`src/rtl/instr_sequencer_pkg.sv`:
```
// Shared definitions for the bbtron-enhanced instruction sequencer: opcodes,
// FSM state encodings, PC / write-back source codes and opcode classes.
package instr_sequencer_pkg;

    localparam logic [5:0] OP_ADD  = 6'd0;
    localparam logic [5:0] OP_SUB  = 6'd1;
    localparam logic [5:0] OP_AND  = 6'd2;
    localparam logic [5:0] OP_OR   = 6'd3;
    localparam logic [5:0] OP_XOR  = 6'd4;
    localparam logic [5:0] OP_SLL  = 6'd5;
    localparam logic [5:0] OP_SRL  = 6'd6;
    localparam logic [5:0] OP_SLT  = 6'd7;
    localparam logic [5:0] OP_ADDI = 6'd8;
    localparam logic [5:0] OP_BEQ  = 6'd9;
    localparam logic [5:0] OP_BNE  = 6'd10;
    localparam logic [5:0] OP_ANDI = 6'd11;
    localparam logic [5:0] OP_ORI  = 6'd12;
    localparam logic [5:0] OP_XORI = 6'd13;
    localparam logic [5:0] OP_LUI  = 6'd14;
    localparam logic [5:0] OP_LW   = 6'd15;
    localparam logic [5:0] OP_SW   = 6'd16;
    localparam logic [5:0] OP_SRA  = 6'd17;
    localparam logic [5:0] OP_SLTI = 6'd18;
    localparam logic [5:0] OP_MUL  = 6'd19;
    localparam logic [5:0] OP_NOT  = 6'd20;
    localparam logic [5:0] OP_IN   = 6'd21;
    localparam logic [5:0] OP_OUT  = 6'd22;
    localparam logic [5:0] OP_JMP  = 6'd23;
    localparam logic [5:0] OP_NOP  = 6'd24;
    localparam logic [5:0] OP_HLT  = 6'd25;

    typedef enum logic [2:0] {
        ST_IDLE    = 3'd0,
        ST_FETCH   = 3'd1,
        ST_DECODE  = 3'd2,
        ST_EXEC    = 3'd3,
        ST_MEM     = 3'd4,
        ST_WAIT_IN = 3'd5,
        ST_OUT     = 3'd6,
        ST_HALT    = 3'd7
    } state_e;

    localparam logic [1:0] PC_SRC_INC    = 2'd0;
    localparam logic [1:0] PC_SRC_BRANCH = 2'd1;
    localparam logic [1:0] PC_SRC_JUMP   = 2'd2;

    localparam logic [1:0] WB_ALU = 2'd0;
    localparam logic [1:0] WB_MEM = 2'd1;
    localparam logic [1:0] WB_IN  = 2'd2;

    typedef enum logic [3:0] {
        CLS_ALU       = 4'd0,
        CLS_BRANCH_EQ = 4'd1,
        CLS_BRANCH_NE = 4'd2,
        CLS_JUMP      = 4'd3,
        CLS_LOAD      = 4'd4,
        CLS_STORE     = 4'd5,
        CLS_IN        = 4'd6,
        CLS_OUT       = 4'd7,
        CLS_NOP       = 4'd8,
        CLS_HALT      = 4'd9,
        CLS_ILLEGAL   = 4'd10
    } op_class_e;

endpackage

```
`src/rtl/instr_sequencer_if.sv`:
```
// Handshake and strobe bundle between the sequencer (master) and the
// datapath / memory / IO side (slave).
interface instr_sequencer_if;

    logic [5:0] opcode;
    logic       alu_zero;
    logic       imem_ready;
    logic       dmem_ready;
    logic       in_valid;
    logic       out_ack;

    logic       imem_req;
    logic       ir_load;
    logic       pc_write;
    logic [1:0] pc_src;
    logic       rf_write;
    logic [1:0] wb_sel;
    logic       dmem_req;
    logic       dmem_we;
    logic       in_ready;
    logic       out_valid;

    modport master (
        input  opcode, alu_zero, imem_ready, dmem_ready, in_valid, out_ack,
        output imem_req, ir_load, pc_write, pc_src, rf_write, wb_sel,
               dmem_req, dmem_we, in_ready, out_valid
    );

    modport slave (
        output opcode, alu_zero, imem_ready, dmem_ready, in_valid, out_ack,
        input  imem_req, ir_load, pc_write, pc_src, rf_write, wb_sel,
               dmem_req, dmem_we, in_ready, out_valid
    );

endinterface

```
`src/rtl/instr_sequencer_opcode_class_decode.sv`:
```
// Purely combinational opcode-to-class mapping; opcodes 26..63 are illegal.
module instr_sequencer_opcode_class_decode
    import instr_sequencer_pkg::*;
(
    input  logic [5:0] opcode,
    output op_class_e  op_class
);

    // Map each opcode to the class that selects its phase sequence
    always_comb begin
        op_class = CLS_ILLEGAL;
        case (opcode)
            OP_ADD, OP_SUB, OP_AND, OP_OR, OP_XOR, OP_SLL, OP_SRL, OP_SLT,
            OP_ADDI, OP_ANDI, OP_ORI, OP_XORI, OP_LUI,
            OP_SRA, OP_SLTI, OP_MUL, OP_NOT: op_class = CLS_ALU;
            OP_BEQ:                          op_class = CLS_BRANCH_EQ;
            OP_BNE:                          op_class = CLS_BRANCH_NE;
            OP_JMP:                          op_class = CLS_JUMP;
            OP_LW:                           op_class = CLS_LOAD;
            OP_SW:                           op_class = CLS_STORE;
            OP_IN:                           op_class = CLS_IN;
            OP_OUT:                          op_class = CLS_OUT;
            OP_NOP:                          op_class = CLS_NOP;
            OP_HLT:                          op_class = CLS_HALT;
            default:                         op_class = CLS_ILLEGAL;
        endcase
    end

endmodule

```
`src/rtl/instr_sequencer.sv`:
```
// Multi-cycle fetch/decode/execute sequencer: steps instructions through their
// phases, runs the memory/IO handshakes and handles halt and bus timeouts.
module instr_sequencer
    import instr_sequencer_pkg::*;
#(
    parameter int MEM_TIMEOUT = 16,
    parameter int RET_W       = 16
) (
    input  logic                    clk,
    input  logic                    rst_n,
    input  logic                    run,
    instr_sequencer_if.master       bus,
    output logic                    halted,
    output logic                    bus_err,
    output logic                    illegal_op,
    output logic [RET_W-1:0]        retired,
    output logic [2:0]              state_dbg
);

    localparam int CNT_W = (MEM_TIMEOUT > 2) ? $clog2(MEM_TIMEOUT) : 1;
    localparam logic [CNT_W-1:0] CNT_LAST = CNT_W'(MEM_TIMEOUT - 1);

    state_e           state_r;
    state_e           state_nxt_s;
    state_e           done_nxt_s;
    logic [CNT_W-1:0] wait_cnt_r;
    logic [RET_W-1:0] retired_r;
    op_class_e        op_class_s;
    logic             complete_s;
    logic             wait_clr_s;
    logic             wait_inc_s;
    logic             timeout_s;

    instr_sequencer_opcode_class_decode u_class_decode (
        .opcode   (bus.opcode),
        .op_class (op_class_s)
    );

    // Next-state and strobe decode; strobes follow state and handshakes in the same cycle
    always_comb begin
        state_nxt_s   = state_r;
        complete_s    = 1'b0;
        wait_inc_s    = 1'b0;
        bus.imem_req  = 1'b0;
        bus.ir_load   = 1'b0;
        bus.pc_write  = 1'b0;
        bus.pc_src    = PC_SRC_INC;
        bus.rf_write  = 1'b0;
        bus.wb_sel    = WB_ALU;
        bus.dmem_req  = 1'b0;
        bus.dmem_we   = 1'b0;
        bus.in_ready  = 1'b0;
        bus.out_valid = 1'b0;
        halted        = 1'b0;
        bus_err       = 1'b0;
        illegal_op    = 1'b0;
        timeout_s     = (wait_cnt_r == CNT_LAST);
        done_nxt_s    = run ? ST_FETCH : ST_IDLE;

        case (state_r)
            ST_IDLE: begin
                if (run) begin
                    state_nxt_s = ST_FETCH;
                end else begin
                    state_nxt_s = ST_IDLE;
                end
            end
            ST_FETCH: begin
                bus.imem_req = 1'b1;
                if (bus.imem_ready) begin
                    bus.ir_load  = 1'b1;
                    bus.pc_write = 1'b1;
                    bus.pc_src   = PC_SRC_INC;
                    state_nxt_s  = ST_DECODE;
                end else if (timeout_s) begin
                    bus_err     = 1'b1;
                    state_nxt_s = ST_HALT;
                end else begin
                    wait_inc_s = 1'b1;
                end
            end
            ST_DECODE: begin
                case (op_class_s)
                    CLS_ALU, CLS_BRANCH_EQ,
                    CLS_BRANCH_NE, CLS_JUMP: state_nxt_s = ST_EXEC;
                    CLS_LOAD, CLS_STORE:     state_nxt_s = ST_MEM;
                    CLS_IN:                  state_nxt_s = ST_WAIT_IN;
                    CLS_OUT:                 state_nxt_s = ST_OUT;
                    CLS_HALT:                state_nxt_s = ST_HALT;
                    CLS_NOP: begin
                        complete_s  = 1'b1;
                        state_nxt_s = done_nxt_s;
                    end
                    CLS_ILLEGAL: begin
                        illegal_op  = 1'b1;
                        complete_s  = 1'b1;
                        state_nxt_s = done_nxt_s;
                    end
                    default: begin
                        complete_s  = 1'b1;
                        state_nxt_s = done_nxt_s;
                    end
                endcase
            end
            ST_EXEC: begin
                case (op_class_s)
                    CLS_ALU: begin
                        bus.rf_write = 1'b1;
                        bus.wb_sel   = WB_ALU;
                    end
                    CLS_BRANCH_EQ: begin
                        bus.pc_write = bus.alu_zero;
                        bus.pc_src   = PC_SRC_BRANCH;
                    end
                    CLS_BRANCH_NE: begin
                        bus.pc_write = ~bus.alu_zero;
                        bus.pc_src   = PC_SRC_BRANCH;
                    end
                    CLS_JUMP: begin
                        bus.pc_write = 1'b1;
                        bus.pc_src   = PC_SRC_JUMP;
                    end
                    default: begin
                        bus.pc_write = 1'b0;
                    end
                endcase
                complete_s  = 1'b1;
                state_nxt_s = done_nxt_s;
            end
            ST_MEM: begin
                bus.dmem_req = 1'b1;
                bus.dmem_we  = (op_class_s == CLS_STORE);
                // A ready arriving on the final allowed cycle still beats the timeout
                if (bus.dmem_ready) begin
                    if (op_class_s == CLS_LOAD) begin
                        bus.rf_write = 1'b1;
                        bus.wb_sel   = WB_MEM;
                    end else begin
                        bus.rf_write = 1'b0;
                    end
                    complete_s  = 1'b1;
                    state_nxt_s = done_nxt_s;
                end else if (timeout_s) begin
                    bus_err     = 1'b1;
                    state_nxt_s = ST_HALT;
                end else begin
                    wait_inc_s = 1'b1;
                end
            end
            ST_WAIT_IN: begin
                bus.in_ready = 1'b1;
                if (bus.in_valid) begin
                    bus.rf_write = 1'b1;
                    bus.wb_sel   = WB_IN;
                    complete_s   = 1'b1;
                    state_nxt_s  = done_nxt_s;
                end else begin
                    state_nxt_s = ST_WAIT_IN;
                end
            end
            ST_OUT: begin
                bus.out_valid = 1'b1;
                if (bus.out_ack) begin
                    complete_s  = 1'b1;
                    state_nxt_s = done_nxt_s;
                end else begin
                    state_nxt_s = ST_OUT;
                end
            end
            ST_HALT: begin
                halted      = 1'b1;
                state_nxt_s = ST_HALT;
            end
            default: begin
                state_nxt_s = ST_IDLE;
            end
        endcase

        wait_clr_s = (state_nxt_s != state_r) &&
                     ((state_nxt_s == ST_FETCH) || (state_nxt_s == ST_MEM));
    end

    // State register
    always_ff @(posedge clk or negedge rst_n) begin
        if (!rst_n) begin
            state_r <= ST_IDLE;
        end else begin
            state_r <= state_nxt_s;
        end
    end

    // Memory wait counter, restarted on each entry to FETCH or MEM
    always_ff @(posedge clk or negedge rst_n) begin
        if (!rst_n) begin
            wait_cnt_r <= {CNT_W{1'b0}};
        end else if (wait_clr_s) begin
            wait_cnt_r <= {CNT_W{1'b0}};
        end else if (wait_inc_s) begin
            wait_cnt_r <= wait_cnt_r + {{(CNT_W-1){1'b0}}, 1'b1};
        end else begin
            wait_cnt_r <= wait_cnt_r;
        end
    end

    // Retired-instruction counter, wraps naturally
    always_ff @(posedge clk or negedge rst_n) begin
        if (!rst_n) begin
            retired_r <= {RET_W{1'b0}};
        end else if (complete_s) begin
            retired_r <= retired_r + {{(RET_W-1){1'b0}}, 1'b1};
        end else begin
            retired_r <= retired_r;
        end
    end

    assign retired   = retired_r;
    assign state_dbg = state_r;

endmodule

```
`src/flat_wrapper.sv`:
```
// flat-port wrapper written by rule: the top's interface ports become plain ports
module instr_sequencer_flat import instr_sequencer_pkg::*;
#(
    parameter int MEM_TIMEOUT = 16,
    parameter int RET_W       = 16
)
  (clk, rst_n, run, halted, bus_err, illegal_op, retired, state_dbg, bus_opcode, bus_alu_zero, bus_imem_ready, bus_dmem_ready, bus_in_valid, bus_out_ack, bus_imem_req, bus_ir_load, bus_pc_write, bus_pc_src, bus_rf_write, bus_wb_sel, bus_dmem_req, bus_dmem_we, bus_in_ready, bus_out_valid);
  instr_sequencer_if bus_i ();
  input  logic clk;
  input  logic rst_n;
  input  logic run;
  output logic halted;
  output logic bus_err;
  output logic illegal_op;
  output logic [RET_W-1:0] retired;
  output logic [2:0] state_dbg;
  input wire logic [$bits(bus_i.opcode)-1:0] bus_opcode;
  input wire logic [$bits(bus_i.alu_zero)-1:0] bus_alu_zero;
  input wire logic [$bits(bus_i.imem_ready)-1:0] bus_imem_ready;
  input wire logic [$bits(bus_i.dmem_ready)-1:0] bus_dmem_ready;
  input wire logic [$bits(bus_i.in_valid)-1:0] bus_in_valid;
  input wire logic [$bits(bus_i.out_ack)-1:0] bus_out_ack;
  output wire logic [$bits(bus_i.imem_req)-1:0] bus_imem_req;
  output wire logic [$bits(bus_i.ir_load)-1:0] bus_ir_load;
  output wire logic [$bits(bus_i.pc_write)-1:0] bus_pc_write;
  output wire logic [$bits(bus_i.pc_src)-1:0] bus_pc_src;
  output wire logic [$bits(bus_i.rf_write)-1:0] bus_rf_write;
  output wire logic [$bits(bus_i.wb_sel)-1:0] bus_wb_sel;
  output wire logic [$bits(bus_i.dmem_req)-1:0] bus_dmem_req;
  output wire logic [$bits(bus_i.dmem_we)-1:0] bus_dmem_we;
  output wire logic [$bits(bus_i.in_ready)-1:0] bus_in_ready;
  output wire logic [$bits(bus_i.out_valid)-1:0] bus_out_valid;
  assign bus_i.opcode = bus_opcode;
  assign bus_i.alu_zero = bus_alu_zero;
  assign bus_i.imem_ready = bus_imem_ready;
  assign bus_i.dmem_ready = bus_dmem_ready;
  assign bus_i.in_valid = bus_in_valid;
  assign bus_i.out_ack = bus_out_ack;
  assign bus_imem_req = bus_i.imem_req;
  assign bus_ir_load = bus_i.ir_load;
  assign bus_pc_write = bus_i.pc_write;
  assign bus_pc_src = bus_i.pc_src;
  assign bus_rf_write = bus_i.rf_write;
  assign bus_wb_sel = bus_i.wb_sel;
  assign bus_dmem_req = bus_i.dmem_req;
  assign bus_dmem_we = bus_i.dmem_we;
  assign bus_in_ready = bus_i.in_ready;
  assign bus_out_valid = bus_i.out_valid;
  instr_sequencer #(.MEM_TIMEOUT(MEM_TIMEOUT), .RET_W(RET_W)) u_core (.clk(clk), .rst_n(rst_n), .run(run), .bus(bus_i), .halted(halted), .bus_err(bus_err), .illegal_op(illegal_op), .retired(retired), .state_dbg(state_dbg));
endmodule
```
`config.mk`:
```
export PLATFORM = sky130hd
export DESIGN_NAME = instr_sequencer_flat
export DESIGN_NICKNAME = d
export VERILOG_FILES = /design/src/rtl/instr_sequencer_pkg.sv /design/src/rtl/instr_sequencer_if.sv /design/src/rtl/instr_sequencer_opcode_class_decode.sv /design/src/rtl/instr_sequencer.sv /design/src/flat_wrapper.sv
export SDC_FILE = /design/constraint.sdc
export NUM_CORES = 1
export LEC_CHECK = 0
export CORE_ASPECT_RATIO = 0.7
export CORE_MARGIN = 2
export CORE_UTILIZATION = 52
export DETAILED_ROUTE_END_ITERATION = 8
export MAX_ROUTING_LAYER = met4
export PLACE_DENSITY = 0.91
export SYNTH_ARGS = -nofsm -noshare
export SYNTH_HDL_FRONTEND = slang
export SYNTH_SLANG_ARGS = --single-unit
```
`constraint.sdc`:
```
create_clock -name clk -period 3.85 [get_ports clk]
set_input_delay 0.385 -clock clk [delete_from_list [all_inputs] [get_ports clk]]
set_output_delay 0.385 -clock clk [all_outputs]
set_load 0.005 [all_outputs]
```
After elaboration in Yosys (flattened, before gate mapping)
Memories as Yosys holds them, arrays and structs flattened.
Index checks and enable logic that the tools add are counted.
- eq/ne operators: 20
- add/subtract/negate cells: 2
- bitwise gates (word level): 1
- reductions and logical operators: 10
- mux-type cells: 46
- operators with widths (kind ; count):
    $mux 1 ; 25
    $pmux 3 s7 ; 1
    $add 16x1->16 const B ; 1
    $eq 4x3->1 const B ; 4
    $eq 3x3->1 const B ; 5
    $mux 3 ; 5
    $pmux 3 s5 ; 1
    $eq 4x4->1 const B ; 3
    $mux 4 ; 3
    $reduce_or 9->1 ; 1
    $eq 4x2->1 const B ; 2
    $pmux 2 s2 ; 2
    $eq 3x1->1 const B ; 2
    $eq 3x2->1 const B ; 2
    $mux 2 ; 3
    $pmux 1 s2 ; 3
    $pmux 1 s3 ; 2
    $reduce_or 2->1 ; 3
    $pmux 1 s5 ; 1
    $add 4x1->4 const B ; 1
    $eq 4x1->1 const B ; 1
    $logic_not 4->1 ; 1
    $reduce_or 4->1 ; 1
    $logic_not 3->1 ; 1
    5 further kinds ; 5
- memory bits (read-only): 128
- word-level logic and storage cells: 83
- bits of input ports: 14
- memories: 1
- register bits: 23
- memory list (name ; depth ; bits a word ; rd ports ; clocked after memory_dff ; write ports ; line ; RTL):
    (no name shown) ; 32 ; 4 ; 1 ; 0 ; 0 ; instr_sequencer_opcode_class_decode.sv:12 ; case (opcode)

Logic depth before layout (Yosys ltp)
Gate-level depths: netlist (run 1).
An unclocked memory read counts as a cell.
- word-level depth: 10
- depth in mapped cells: 10
- depth with buffers taken out: 8

Cells and area by module
A second synthesis (run 1) with hierarchy kept.
- cells, all modules: 198
- area, all modules: 1801.7 um^2
- modules (own cells, without submodules) (module ; area each (um^2) ; sequential area each (um^2) ; times used ; cells each):
    instr_sequencer ; 1629.1 ; 575.6 ; 1 ; 175
    instr_sequencer_opcode_class_decode ; 172.7 ; 0.0 ; 1 ; 23

Worst setup path before layout (run 1)
Ideal clock, no wire load.
- path type: input to output
- start point: in bus_opcode[0]
- end point: out bus_rf_write
- arrival: 1864 ps
- stages on the path: 8
- setup slack: 1601 ps
- data required time: 3465 ps
- cell sequence: inv_1 > ha_1 > a22oi_1 > a21o_1 > and2_1 > or3b_2 > a21o_1 > nand2_1
- cells in the longest elaborated chain, start to end: 6
- ends and longest elaborated chain (item ; line ; RTL):
    from (decl) ; flat_wrapper.sv:17 ; input wire logic [$bits(bus_i.opcode)-1:0] bus_opcode;
    $mem_v2 32x4 * ; - ;
    $mux 4 * ; instr_sequencer_opcode_class_decode.sv:12 ;
    $eq 4x3->1 ; instr_sequencer.sv:135 ; if (op_class_s == CLS_LOAD) begin
    $mux 1 ; instr_sequencer.sv:135 ;
    $mux 1 ; instr_sequencer.sv:134 ; if (bus.dmem_ready) begin
    $pmux 1 s3 * ; instr_sequencer.sv:60 ; case (state_r)
    to (decl) ; flat_wrapper.sv:27 ; output wire logic [$bits(bus_i.rf_write)-1:0] bus_rf_write;
Every way passes the cells marked *; elsewhere a longest branch is shown, timed or not.

Worst setup path after layout (run 1)
- start point: in bus_opcode[1]
- end point: out bus_rf_write
The elaborated chain is that of the path after synthesis.

==> results of run 1 <==
==> worst register-to-register path, delay by kind of cell (launching register included) <==
kind,cells,cell delay (ns)
and+or+nand+nor,3,0.89
DFF,1,0.62
AOI/OAI and AO/OA,2,0.55
xor gates and xnor gates,1,0.17
==> stage by stage <==
stage           util  area, um2
6_report       0.706       2250
5_1_grt        0.706       2250
4_1_cts        0.706       2250
3_5_place_dp   0.691       2210
3_3_place_gp   0.691       2210
2_1_floorplan      -       1750
==> sequential cells by signal (all words and copies together), names as in the netlist <==
signal	cells
u_core.retired	16
u_core.wait_cnt_r	4
u_core.state_dbg	3
==> cells in the mapped netlist (2+ instances only) <==
cell type / n
sky130_fd_sc_hd__dfrtp_1: 23
sky130_fd_sc_hd__nor2_1: 17
sky130_fd_sc_hd__xnor2_1: 17
sky130_fd_sc_hd__nand3_1: 14
sky130_fd_sc_hd__inv_1: 9
sky130_fd_sc_hd__nand2_1: 8
sky130_fd_sc_hd__a21oi_1: 7
sky130_fd_sc_hd__and2_1: 7
sky130_fd_sc_hd__ha_1: 7
sky130_fd_sc_hd__o21ai_0: 7
sky130_fd_sc_hd__a31oi_1: 6
sky130_fd_sc_hd__a21o_1: 5
sky130_fd_sc_hd__and3_1: 5
sky130_fd_sc_hd__nand4_1: 5
sky130_fd_sc_hd__nor2b_1: 5
sky130_fd_sc_hd__clkbuf_1: 4
sky130_fd_sc_hd__nand2b_1: 4
sky130_fd_sc_hd__nor3_1: 4
sky130_fd_sc_hd__buf_6: 3
sky130_fd_sc_hd__a22oi_1: 2
sky130_fd_sc_hd__and4_1: 2
sky130_fd_sc_hd__buf_2: 2
sky130_fd_sc_hd__mux2_2: 2
sky130_fd_sc_hd__mux2i_1: 2
sky130_fd_sc_hd__or3_1: 2
==> worst max path at each step <==
stage                        startpoint            to  slack [ns]
final                     bus_opcode[1]  bus_rf_write        0.35
after global routing      bus_opcode[1]  bus_rf_write        0.19
after CTS                 bus_opcode[1]  bus_rf_write        0.36
after detailed placement  bus_opcode[1]  bus_rf_write        0.37
after global placement    bus_opcode[1]  bus_rf_write        0.47
after floorplan           bus_opcode[0]  bus_rf_write        1.60
==> routing by layer <==
metal | part of all wire | vias to the layer above | GRT usage | routed length (um)
met2 | 0.44 | 73 | 0.353 | 1840
met1 | 0.46 | 764 | 0.358 | 1930
li1 | - | 786 | - | -
met5 | 0 | - | - | 0
met4 | 0.0065 | 0 | 0.0515 | 27
met3 | 0.085 | 2 | 0.0308 | 352
==> layout by cell type (no fill, tap or decap), drive strengths merged, types with 2 or more instances in the layout <==
| master | instances |
|---|---|
| a21o | 5 |
| mux2 | 3 |
| xnor2 | 17 |
| clkdlybuf4s50 | 47 |
| nor2 | 18 |
| inv | 9 |
| clkbuf | 3 |
| nand2 | 8 |
| and2 | 7 |
| mux2i | 2 |
| or3b | 2 |
| nand4 | 5 |
| dfrtp | 23 |
| and3 | 5 |
| or3 | 2 |
| o21ai | 8 |
| and4 | 2 |
| nand3 | 14 |
| a22oi | 2 |
| ha | 7 |
| a21oi | 7 |
| a31oi | 7 |
| nand2b | 4 |
| nor3 | 4 |
| nor2b | 5 |
==> power by group <==
part | switching, W | leakage, nW | internal [W]
registers | 0.0000918 | 0.305 | 0.000296
clock network | 0.0000716 | 0.0255 | 0.0000721
logic | 0.000291 | 0.620 | 0.000295
==> kinds of logic (layout without fill, tap and decap cells) <==
| kind of cell | count (synthesis) | in the layout | share of synthesized area |
|---|---|---|---|
| and+or+nand+nor | 82 | 82 | 0.261 |
| xor gates and xnor gates | 18 | 18 | 0.0899 |
| muxes | 5 | 5 | 0.0328 |
| AOI/OAI and AO/OA | 43 | 43 | 0.181 |
| adders and majority gates | 7 | 7 | 0.0499 |
| DFF | 23 | 23 | 0.328 |
| buffers and inverters | 19 | 60 | 0.0571 |
==> area by class of cell <==
type	instances	area (um2)
multi-input combinational	155	1080
fill	262	938
clock inverter	1	5.00
clock buffer	3	41.3
tap	38	47.5
inverter	9	33.8
timing repair buffer	47	470
sequential	23	576
==> summary by stage, run 1 <==
Critical path
The critical path arrival is 3.12 ns. Counting cells, the worst reg-to-reg path comes to 6. The worst flop-to-flop path startpoint is u_core.state_dbg[1]. The slowest stage of the critical path belongs to the cell sky130_fd_sc_hd__clkdlybuf4s50_1. The capture point of the worst reg-to-reg path is u_core.retired[7].

Data on the critical path is required at its endpoint by 3.46 ns. The critical path is of the input pin to primary output type. The critical path contains buffers and inverters numbering 3 combined. The signal on the critical path passes through clkdlybuf4s50_1 > inv_1 > ha_1 > a22oi_1 > a21o_1 > and2_1 > or3b_2 > a21o_1 > nand2_1 > clkdlybuf4s50_1. The worst setup path is captured at a primary output.

Of all nets on the critical path, the largest fanout is 5. The delay of the slowest critical-path stage is 0.57 ns. STA classifies the critical path startpoint as an input pin.

The setup check on the worst reg-to-reg path leaves a slack of 1.51 ns. Counting buffers and inverters, the worst setup path is 10 cells deep. The dominant delay contributor by cell family on the critical path is buffers and inverters.

CTS
The clock reaches the later pin of the worst-skew pair after 0.26 ns. The post-CTS resize count is 0. The tree built by TritonCTS fans out to 23 sinks. The maximum clock path buffer count is 2.

Buffers inserted during clock tree synthesis total 3. The number of setup buffers added after CTS is 0. The level count of the clock H-tree is 1. The number of buffers inserted for hold repair after clock tree synthesis is 0. In this run the clock root is driven by a sky130_fd_sc_hd__clkbuf_8. TritonCTS built the clock tree. The clock slew seen by the registers of the worst setup and hold paths is 0.07 ns.

Power and ir drop
The worst voltage drop across the vdd grid is 0.000577 V. Summing internal, switching and leakage power gives 0.00112 W. The analysis attributes to cell leakage a power of 0.951 nW. Power spread over the standard cell area amounts to 496 nW/um2.

Yosys
The mean cell area of the mapped netlist is 8.90 um2. The number of different library cells used by synthesis comes to 53. The share of the yosys chip area belonging to registers is 0.328. The cell type with the highest aggregate area in the netlist is sky130_fd_sc_hd__dfrtp_1. The proportion of synthesized flip-flops having asynchronous set or reset is 1.00. Counting every instance in the synthesized netlist gives 197. In this run, synthesis produced a sequential element count of 23. The number of nets in the synthesized netlist is 218. For this run, the leading register cell type out of synthesis is sky130_fd_sc_hd__dfrtp_1. The count of synthesis-stage warnings from yosys is 0. In this run the cell area of the synthesized design comes to 1750 um2. The portion of synthesized cell area occupied by the leading cell type is 0.328.

By area the synthesized netlist is led by sky130_fd_sc_hd__dfrtp_1 33%, sky130_fd_sc_hd__xnor2_1 8.5%, sky130_fd_sc_hd__ha_1 5.0%. The synthesized design contains 0 enable-type register cells.

STA
Setup repair after global routing left no endpoint under its margin. Setup violations remaining at the end of the flow were counted as 0. Setup total negative slack on the finished layout was measured at 0 ns.

The total count of max-transition violations in the final report is 0. Final hold analysis gives a worst-case slack of 0.479 ns. The minimum clock period after layout is 3.50 ns.

Dividing the final minimum period by the clock period gives 0.909. The slew at the pin closest to its max-slew limit is 0.951 ns. The final number of hold-violating endpoints came to 0.

The clock tree skew after final layout is 0.000631 ns. The worst pin sits at a relative slew slack of 0.364. Static timing analysis puts the maximum clock frequency at 286 MHz. The worst setup margin is 0.349 ns.

Worst hold path
The startpoint of the worst hold path is u_core.retired[15]. Counting instances, the worst hold path has a depth of 1. The worst hold path terminates at u_core.retired[15]. The path class of the lowest-slack min-delay path is flip-flop to flip-flop.

Detailed routing
The detailed-router iteration count before antenna repair is 4. After detailed routing, the number of remaining DRC violations is 0. The wire length per cell is 15.1 um.

The antenna violation net count after detailed routing is 0. The total number of vias is 1625. The detailed router finished its first iteration with 206 violations. For this block, the routed nets add up to 4160 um of wire. The number of vias per cell is 5.89.

GRT
Entering global routing, the biggest net connects 24 pins. The wire length of the first global-routing pass is 6930 um. The initial antenna violation count is 0. In the global route stage, overall resource usage came out at 0.241.

The via count of the first global-routing pass is 1452. The total grt overflow is 0.

Finish
The antenna diode instance count is 0. The fraction of layout cells with a size suffix above 1 is 0.0546. Compared with the post-synthesis result, the final layout area differs by 28.4%. The count of cells in the finished layout, fillers not included, comes to 276. After the last flow step, the layout net total stands at 260.

Floorplan
The die covers 3860 um2. The total number of placement rows is 17. From bottom edge to top edge, the die measures 52.6 um. The core area is 3190 um2. The die extent in x is 73.4 um. The number of top-level design ports is 48. The initial core utilization is 0.550.

Placed design
The HPWL after detailed placement is 3280 um. Once placement completed, the tool counted placed cells totaling 272. Prior to clock tree synthesis, the placed netlist has a worst setup slack of 0.366 ns. The routability congestion estimate is 0.922. Buffers placed on the I/O ports in this run total 47.

Outcome
The flow ran to the end, and the final reports show no timing, DRC or antenna violations.

Job
The reported max-cap violation count is 0.
Power figures use the tool's default switching activity.
==> inputs of run 2 (changes only) <==
--- a/config.mk
+++ b/config.mk
@@ -9,6 +9,7 @@
 export CORE_MARGIN = 2
 export CORE_UTILIZATION = 52
 export DETAILED_ROUTE_END_ITERATION = 8
+export GPL_ROUTABILITY_DRIVEN = 0
 export MAX_ROUTING_LAYER = met4
 export PLACE_DENSITY = 0.91
 export SYNTH_ARGS = -nofsm -noshare
==> results of run 2 <==
No change in the layout: final DEF, timing and power equal those of run 1.
==> inputs of run 3 (changes only) <==
--- a/config.mk
+++ b/config.mk
@@ -5,6 +5,7 @@
 export SDC_FILE = /design/constraint.sdc
 export NUM_CORES = 1
 export LEC_CHECK = 0
+export CAP_MARGIN = 20
 export CORE_ASPECT_RATIO = 0.7
 export CORE_MARGIN = 2
 export CORE_UTILIZATION = 52
==> run 3 against run 2 <==
  * Cell count up 0.36%
  * First-iteration DRC count shrank 0.49%
  * Flip-flop and latch count is the same
  * Clock-buffer cell count unchanged
  * Total power grew 0.41%
  * Die area is the same
  * Cell area is 1.1% higher
  * Critical path depth stayed put
  * Core utilization rose by 0.78 points
  * Clock skew is essentially flat
  * Register-to-register slack hardly changed
  * Via count up 1.1%
  * Critical path type unchanged
  * Largest power group unchanged
==> summary by stage, run 3 (same netlist as run 1, synthesis figures left out) <==
Outcome
The run finished with clean final reports.

GRT
The wire length of the first global-routing pass is 6930 um. The initial antenna violation count is 0. The via count of the first global-routing pass was 1452. Across every metal layer, demand over resource in global routing totals 0.241. The total grt overflow is 0.

Entering global routing, the biggest net connects 24 pins.

CTS
Post-CTS repair changed the size of 0 cells. The maximum clock path buffer count is 2. The number of buffers inserted for hold repair after clock tree synthesis is 0. At the later pin of the worst-skew pair, clock insertion delay measures 0.26 ns. Post-CTS timing repair inserted 0 buffers for setup. Clock tree synthesis selected as its root buffer the cell sky130_fd_sc_hd__clkbuf_8. The clock slew seen by the registers of the worst setup and hold paths is 0.07 ns.

The level count of the clock H-tree is 1. The number of clock buffers inserted by TritonCTS is 3. The TritonCTS clock tree is yes. The number of clock sinks is 23.

Critical path
STA puts the critical path data arrival time at 3.12 ns. STA classifies the critical path endpoint as a primary output. In this run the worst path has a maximum fanout of 5. The signal on the critical path passes through clkdlybuf4s50_1 > inv_1 > ha_1 > a22oi_1 > a21o_1 > and2_1 > or3b_2 > a21o_1 > nand2_1 > clkdlybuf4s50_1. The slowest stage of the critical path belongs to the cell sky130_fd_sc_hd__clkdlybuf4s50_1. The kind of critical path is input pin to primary output.

Setup slack on the worst reg-to-reg path comes out at 1.50 ns. The element type at the critical path start is an input pin. In this design, the stage delay of the slowest critical-path cell is 0.57 ns. The required time of the worst setup path is 3.46 ns.

STA
Setup repair after global routing left no endpoint under its margin. Static timing analysis puts the maximum clock frequency at 285 MHz. The slew at the pin closest to its max-slew limit is 0.630 ns. Across all setup checks in the final design, the least slack found is 0.346 ns. The final number of hold-violating endpoints is 0.

Setup violations remaining at the end of the flow were counted as 0. Across the routed clock network, the largest skew measured is 0.000799 ns. In this run the tightest slew margin relative to its limit is 0.580. The total count of max-transition violations in the final report was 0. Subtracting the final worst setup slack from the clock period gives 3.50 ns. The sum of negative setup slack is 0 ns. The final clock period utilization by the worst path is 0.910.

Floorplan
The floorplan step defined a die boundary enclosing 3860 um2. 48 I/O pins were placed. The die extent in x is 73.4 um. In this run the standard cell core region covers 3190 um2. The initialized floorplan defines 17 standard-cell rows. The initial core utilization is 0.550. The die is 52.6 um tall.

Finish
The fraction of layout cells with a size suffix above 1 is 0.0586. The signed area change from the synthesized netlist to the final layout is 29.8%. The number of nets in the finished design is 261. The repair_antennas step left the layout with diodes totalling 0.

Leaving out fill and tap cells, the most frequent cell in the layout is sky130_fd_sc_hd__clkdlybuf4s50_1. The flip-flop count of the largest register, all copies and words added is 16. The top cell types in the final layout, fill and taps aside, are 47 x sky130_fd_sc_hd__clkdlybuf4s50_1, 23 x sky130_fd_sc_hd__dfrtp_1, 17 x sky130_fd_sc_hd__nor2_1, 17 x sky130_fd_sc_hd__xnor2_1, 14 x sky130_fd_sc_hd__nand3_1.

Power and ir drop
Overall power consumption after layout is estimated at 0.00112 W. The total power density per cell area is 492 nW/um2. The analysis attributes to cell leakage a power of 0.963 nW.

The worst voltage drop across the vdd grid is 0.000577 V.

Detailed routing
The number of vias per cell is 5.93. After detailed routing, the number of remaining DRC violations is 0. The detailed router placed 1643 vias in this run. The detailed router finished its first iteration with 205 violations.

The antenna violation net count after detailed routing is 0. Summed over all layers, the routed wires come to 4180 um. The wire length per cell is 15.1 um. The detailed-router iteration count before antenna repair is 5.

Worst hold path
The worst hold path belongs to the class input pin to async pin.

Job
The reported max-cap violation count is 0.

Placed design
The count of buffers added on input and output ports is 47. The HPWL after detailed placement is 3280 um. The pre-CTS setup slack is 0.366 ns.
## run 3: changes by cell type in the layout (fill, tap and decap cells not counted), sizes merged
| cell | delta |
|---|---|
| clkbuf | +1 |
## run 3: power breakdown
| group | internal, W | switching [W] | leakage, nW |
|---|---|---|---|
| Sequential | 0.000296 | 0.0000923 | 0.305 |
| Clock | 0.0000721 | 0.0000714 | 0.0255 |
| Combinational | 0.000297 | 0.000293 | 0.633 |
## run 3: worst paths after layout
path	startpoint	to	depth (start not counted)
worst max-delay path	bus_opcode[1]	bus_rf_write	10
max in group asynchronous	rst_n	u_core.retired[5]	2
worst min register to register	u_core.retired[15]	u_core.retired[15]	1
min in group clk	u_core.retired[15]	u_core.retired[15]	1
worst max register to register	u_core.state_dbg[1]	u_core.retired[7]	6
worst min-delay path	rst_n	u_core.retired[15]	1
## run 3: worst max-delay path: cells and delay by family
family / cells / cell delay [ns]
buffers and inverters: 3 / 1.18
AOI/OAI and AO/OA: 3 / 0.56
and+or+nand+nor: 3 / 0.71
adders and majority gates: 1 / 0.30
## run 3: stage by stage
step           std cells  instance area, um2  hold WS (ns)   util
3_5_place_dp         272                2210         0.468  0.691
6_report             277                2280         0.293  0.714
2_1_floorplan        197                1750        0.0894      -
3_3_place_gp         272                2210         0.461  0.691
4_1_cts              276                2250         0.478  0.706
5_1_grt              277                2280         0.278  0.714
## run 3: cell type report
type	instances	area, um2
clock buffer	3	41.3
clock inverter	1	5.00
fill	259	913
inverter	9	33.8
multi-input combinational	155	1080
sequential	23	576
tap	38	47.5
timing repair buffer	48	495
## run 3: metal layers
metal,part of all wire,track usage,vias to the layer above
li1,-,-,789
met1,0.47,0.358,781
met2,0.45,0.353,71
met3,0.080,0.0308,2
met4,0.0065,0.0515,0
met5,0,-,-
